<file path="src/rtl/processor_pkg.sv">
// Shared processor definitions used by the data-memory arbiter and datapath.
//   ADDR_W / DATA_W   : data-memory address and word widths
//   dmem_owner_t      : which port currently owns the data memory
//   dmem_arb_state_t  : arbiter FSM state encoding
package processor_pkg;

  localparam int ADDR_W = 8;
  localparam int DATA_W = 16;

  typedef enum logic [1:0] {
    OWN_NONE = 2'd0,
    OWN_CPU  = 2'd1,
    OWN_HOST = 2'd2
  } dmem_owner_t;

  typedef enum logic [1:0] {
    IDLE   = 2'd0,
    ACCESS = 2'd1,
    RESP   = 2'd2
  } dmem_arb_state_t;

endpackage

</file>
<file path="src/rtl/rr_pick2.sv">
// Combinational two-way round-robin picker with a host lock override.
//   req_cpu, req_host : requests from the two ports
//   last_host         : 1 when the host was the last port served
//   lock              : host lock; only honoured once the host was served last
//   gnt               : one-hot grant, bit 0 = CPU, bit 1 = host (00 = nobody)
module rr_pick2 (
  input  logic       req_cpu,
  input  logic       req_host,
  input  logic       last_host,
  input  logic       lock,
  output logic [1:0] gnt
);

  always_comb begin
    gnt = 2'b00;
    if (lock && last_host && req_host) begin
      // Host keeps ownership across a multi-word upload.
      gnt = 2'b10;
    end else if (req_cpu && req_host) begin
      gnt = last_host ? 2'b01 : 2'b10;
    end else if (req_cpu) begin
      gnt = 2'b01;
    end else if (req_host) begin
      gnt = 2'b10;
    end
  end

endmodule

</file>
<file path="src/rtl/dmem_arbiter.sv">
// Data-memory arbiter: shares a single synchronous-read data memory between
// the control unit (CPU port) and a host/debug port.
//   Clk, Reset                        : clock, async active-low reset
//   CPU_Req/We/Addr/WData, CPU_Ack    : CPU request port, one-cycle ack
//   Host_Req/We/Addr/WData, Host_Ack  : host request port, one-cycle ack
//   Host_Lock                         : host keeps ownership between accesses
//   RData                             : read data, valid while an ack is high
//   Mem_Addr/Mem_Wr/Mem_WData         : registered memory-side controls
//   Mem_RData                         : memory read data (one-cycle latency)
//   Gnt_Cpu, Gnt_Host                 : current owner during ACCESS/RESP
//
// state  | meaning
// IDLE   | no access in flight; sample requests, pick and latch a winner
// ACCESS | latched address/data/write strobe presented to memory
// RESP   | owner's ack high, memory read data returned, update last-served
module dmem_arbiter
  import processor_pkg::*;
#(
  parameter int ADDR_W = processor_pkg::ADDR_W,
  parameter int DATA_W = processor_pkg::DATA_W
) (
  input  logic              Clk,
  input  logic              Reset,
  input  logic              CPU_Req,
  input  logic              CPU_We,
  input  logic [ADDR_W-1:0] CPU_Addr,
  input  logic [DATA_W-1:0] CPU_WData,
  output logic              CPU_Ack,
  input  logic              Host_Req,
  input  logic              Host_We,
  input  logic [ADDR_W-1:0] Host_Addr,
  input  logic [DATA_W-1:0] Host_WData,
  output logic              Host_Ack,
  input  logic              Host_Lock,
  output logic [DATA_W-1:0] RData,
  output logic [ADDR_W-1:0] Mem_Addr,
  output logic              Mem_Wr,
  output logic [DATA_W-1:0] Mem_WData,
  input  logic [DATA_W-1:0] Mem_RData,
  output logic              Gnt_Cpu,
  output logic              Gnt_Host
);

  dmem_arb_state_t   state_q, state_d;
  dmem_owner_t       owner_q, owner_d;
  logic [ADDR_W-1:0] addr_q, addr_d;
  logic [DATA_W-1:0] wdata_q, wdata_d;
  logic              mem_wr_q, mem_wr_d;
  logic              cpu_ack_q, cpu_ack_d;
  logic              host_ack_q, host_ack_d;
  logic              last_host_q, last_host_d;
  logic [1:0]        gnt;

  rr_pick2 u_pick (
    .req_cpu   (CPU_Req),
    .req_host  (Host_Req),
    .last_host (last_host_q),
    .lock      (Host_Lock),
    .gnt       (gnt)
  );

  // Last-served resets to host so the CPU wins the first tie.
  always_ff @(posedge Clk or negedge Reset) begin
    if (!Reset) begin
      state_q     <= IDLE;
      owner_q     <= OWN_NONE;
      addr_q      <= '0;
      wdata_q     <= '0;
      mem_wr_q    <= 1'b0;
      cpu_ack_q   <= 1'b0;
      host_ack_q  <= 1'b0;
      last_host_q <= 1'b1;
    end else begin
      state_q     <= state_d;
      owner_q     <= owner_d;
      addr_q      <= addr_d;
      wdata_q     <= wdata_d;
      mem_wr_q    <= mem_wr_d;
      cpu_ack_q   <= cpu_ack_d;
      host_ack_q  <= host_ack_d;
      last_host_q <= last_host_d;
    end
  end

  // Every memory-side and ack output is computed one state ahead so it comes
  // straight from a flop; requests never reach the memory pins combinationally.
  always_comb begin
    state_d     = state_q;
    owner_d     = owner_q;
    addr_d      = addr_q;
    wdata_d     = wdata_q;
    mem_wr_d    = 1'b0;
    cpu_ack_d   = 1'b0;
    host_ack_d  = 1'b0;
    last_host_d = last_host_q;
    case (state_q)
      IDLE: begin
        if (gnt[0]) begin
          owner_d  = OWN_CPU;
          addr_d   = CPU_Addr;
          wdata_d  = CPU_WData;
          mem_wr_d = CPU_We;
          state_d  = ACCESS;
        end else if (gnt[1]) begin
          owner_d  = OWN_HOST;
          addr_d   = Host_Addr;
          wdata_d  = Host_WData;
          mem_wr_d = Host_We;
          state_d  = ACCESS;
        end
      end
      ACCESS: begin
        cpu_ack_d  = (owner_q == OWN_CPU);
        host_ack_d = (owner_q == OWN_HOST);
        state_d    = RESP;
      end
      RESP: begin
        last_host_d = (owner_q == OWN_HOST);
        owner_d     = OWN_NONE;
        state_d     = IDLE;
      end
      default: begin
        owner_d = OWN_NONE;
        state_d = IDLE;
      end
    endcase
  end

  assign Mem_Addr  = addr_q;
  assign Mem_WData = wdata_q;
  assign Mem_Wr    = mem_wr_q;
  assign CPU_Ack   = cpu_ack_q;
  assign Host_Ack  = host_ack_q;
  assign Gnt_Cpu   = (owner_q == OWN_CPU);
  assign Gnt_Host  = (owner_q == OWN_HOST);
  assign RData     = (cpu_ack_q || host_ack_q) ? Mem_RData : '0;

endmodule

</file>
<file path="config.mk">
export PLATFORM = sky130hd
export DESIGN_NAME = dmem_arbiter
export DESIGN_NICKNAME = d
export VERILOG_FILES = /design/src/rtl/processor_pkg.sv /design/src/rtl/rr_pick2.sv /design/src/rtl/dmem_arbiter.sv
export SDC_FILE = /design/constraint.sdc
export NUM_CORES = 1
export LEC_CHECK = 0
export CORE_MARGIN = 2
export CORE_UTILIZATION = 60
export CTS_CLUSTER_SIZE = 30
export DETAILED_ROUTE_END_ITERATION = 7
export DONT_BUFFER_PORTS = 1
export GPL_TIMING_DRIVEN = 0
export HOLD_SLACK_MARGIN = 0.06
export PLACE_DENSITY = 0.77
export SETUP_SLACK_MARGIN = 0.02
export SYNTH_ARGS = -nofsm -noshare
export SYNTH_HDL_FRONTEND = slang
export SYNTH_SLANG_ARGS = --single-unit
</file>
<file path="constraint.sdc">
create_clock -name Clk -period 1.5 [get_ports Clk]
set_input_delay 0.3 -clock Clk [delete_from_list [all_inputs] [get_ports Clk]]
set_output_delay 0.3 -clock Clk [all_outputs]
set_load 0.02 [all_outputs]
</file>
==> metrics <==
status finished with violations; failing checks negative setup slack; starting density of the core 62.50%; Critical Path Start Type flip-flop; net switching power 2.214 mW; commonest non-fill, non-tap cells in the layout 40 x o2111ai_1, 28 x dfrtp_1, 25 x nand3_1, 20 x o21ai_1; number of H-tree levels 2; worst setup path start Host_Ack; most common cell after layout, fill and taps aside o2111ai_1; global-route wire length before repair 8162 um; Post-Route WL 5549 um; critical path class flip-flop to output pin; RSZ-0062 raised after global routing true; final hold vios 0; root buffer cell clkbuf_4; Seq pwr share 44.7%; relative slew slack 66.23%; Tmin final 1.593 ns; layout cell share with drive strength beyond 1 30.14%; CTS Buffer Depth 2; final setup fails 16; Yosys cell types 23; TritonCTS clock tree done; largest net degree at the start of global routing 33; Critical Path RT 1.20 ns; Gate power share 43.4%; Routed Antenna Nets 0; Mapped Nets 268; Worst Path Arrival 1.29 ns; top-level I/O count 116; Post-Synthesis Cell Area 0.001877 mm2; DRT Pass-1 Iters 5; Final Instance Area 0.002150 mm2; skew final 0.009363 ns; syn avg cell area 9.527 um2; I/O Buffers 0; Worst setup EP type output pin; Reg2Reg Launch Point last_host_q; average routed wire per standard cell 22.93 um; count of final max-slew check failures 0; Syn Inst Count 197; fmax 0.6278 GHz; Final nets 279; Num Clock Sinks 32; share of power burned in the clock network 11.9%; sequential area share after synthesis 42.73%; worst-margin pin slew 0.5065 ns; Post-Layout Cell Count 242; DR iter-0 viols 98; post-layout worst setup margin -0.09289 ns; all-layer global routing usage 30.93%; placed cells 230; Layout area overhead 14.53%; Pwr Total 4.454 mW; vias in the first global route 1712; HP Class primary input to flip-flop; CP max FO 8; peak supply drop 0.001005 V; gpl congestion 0.8800; FF+latch count, synth 32; Vias/cell 7.405; # DRC 0; clock latency on the worst-skew pair 0.35 ns; Lkg Pwr 0.8371 nW; initial antenna violation count 0; Chip Height 59.93 um; sw frac 49.71%; Num CTS Buffers 5; ANT cells 0; P_int 2.240 mW; floorplan core area 0.003003 mm2; detailed placer's ending HPWL 3892 um; CTS clk-pin slew, worst paths 0.10 ns; Place WS -0.02129 ns; fin crit share 106.2%; min-delay src Host_Addr[3]; placed cell area 0.001919 mm2; max cap viols 0; total number of vias 1792; setup total negative slack -1.149 ns; Ys Warns 0; Site Rows 20; Die Wd 59.93 um; Overflow after GRT 0; die area 0.003592 mm2; total power divided by cell area 2072 mW/mm2
## critical path: stages (launching register included)
cell and delay (ns):
dfrtp_2 0.48, nor2_4 0.25, buf_8 0.16, nor2b_2 0.07
## stage by stage
stage / hold slack, ns / util [%]
after floorplan: 0.004409 / -
after global placement: 0.005111 / 63.92
after detailed placement: 0.005086 / 63.92
after CTS: 0.1016 / 68.79
after global routing: 0.1039 / 71.58
final: 0.1088 / 71.58
## final timing paths
path	end	cells past startpoint	slack [ns]
worst max-delay path	RData[7]	3	-0.09
worst min-delay path	Mem_Addr[3]	2	0.11
worst max register to register	Mem_WData[2]	5	0.07
worst min register to register	owner_q[0]	1	0.55
max in group asynchronous	last_host_q	2	0.87
min in group asynchronous	Mem_Addr[3]	2	0.39
## layout make-up
class,count,area (um2)
buffer,27,181.4
clock buffer,8,58.81
fill,220,853.3
inverter,2,7.507
multi-input combinational,136,1002
sequential,32,805.8
tap,33,41.29
timing repair buffer,4,52.55
## cell families (layout without fill, tap and decap cells)
group                  after synthesis  in the layout  share of synthesized area (%)
multiplexers                         1              1                         0.6000
AND/OR/NAND/NOR                     56             56                          16.73
buffers and inverters               29             41                          8.933
AO/OA/AOI/OAI                       79             79                          31.00
flip-flops                          32             32                          42.73
## timing repair
item / 4_1_cts / 5_1_grt
pin swaps: 1 / 1
setup buffers: 0 / 1
hold buffers: 2 / 0
hold endpoints to repair: 32 / 0
gates cloned: 1 / 0
endpoints found under the setup margin: 16 / 33
gates resized for setup: 17 / 19
## metal layers
metal / GRT usage [%] / share of wire [%]
met1: 37.88 / 40
met2: 50.93 / 49
met3: 7.576 / 8.8
met4: 14.60 / 1.7
met5: 0 / 0
## power by group through the flow
stage                     clock (mW)  combinational, mW  sequential, mW
after global placement             0               1.59            1.98
after global routing           0.570               2.09            2.04
final                          0.530               1.94            1.99
after floorplan                    0               1.37            1.89
after detailed placement           0               1.66            2.00
after CTS                      0.535               1.79            1.99
## flip-flops by register name, indices dropped and copies added, names as in the netlist
signal,cells
Mem_WData,16
Mem_Addr,8
owner_q,2
state_q,2
CPU_Ack,1
Host_Ack,1
Mem_Wr,1
last_host_q,1
## synthesized netlist by cell type
master | count | area, um2
dfrtp_1 | 31 | 775.7
nor2b_1 | 21 | 131.4
and2_1 | 2 | 12.51
clkbuf_2 | 1 | 5.000
clkbuf_1 | 3 | 11.26
inv_2 | 2 | 7.510
a211o_1 | 1 | 8.760
nor2_1 | 3 | 11.26
nand3b_1 | 2 | 15.01
o2111ai_1 | 48 | 420.4
dfstp_2 | 1 | 26.28
nand2b_1 | 1 | 6.260
a21oi_1 | 3 | 15.01
o21ai_1 | 20 | 100.1
buf_4 | 4 | 30.03
mux2_1 | 1 | 11.26
nor2_2 | 1 | 6.260
buf_2 | 16 | 80.08
nand3_1 | 25 | 125.1
or2_1 | 1 | 6.260
buf_6 | 3 | 33.78
o21ai_0 | 6 | 30.03
o211ai_1 | 1 | 7.510
(Power assumes the default switching activity.)
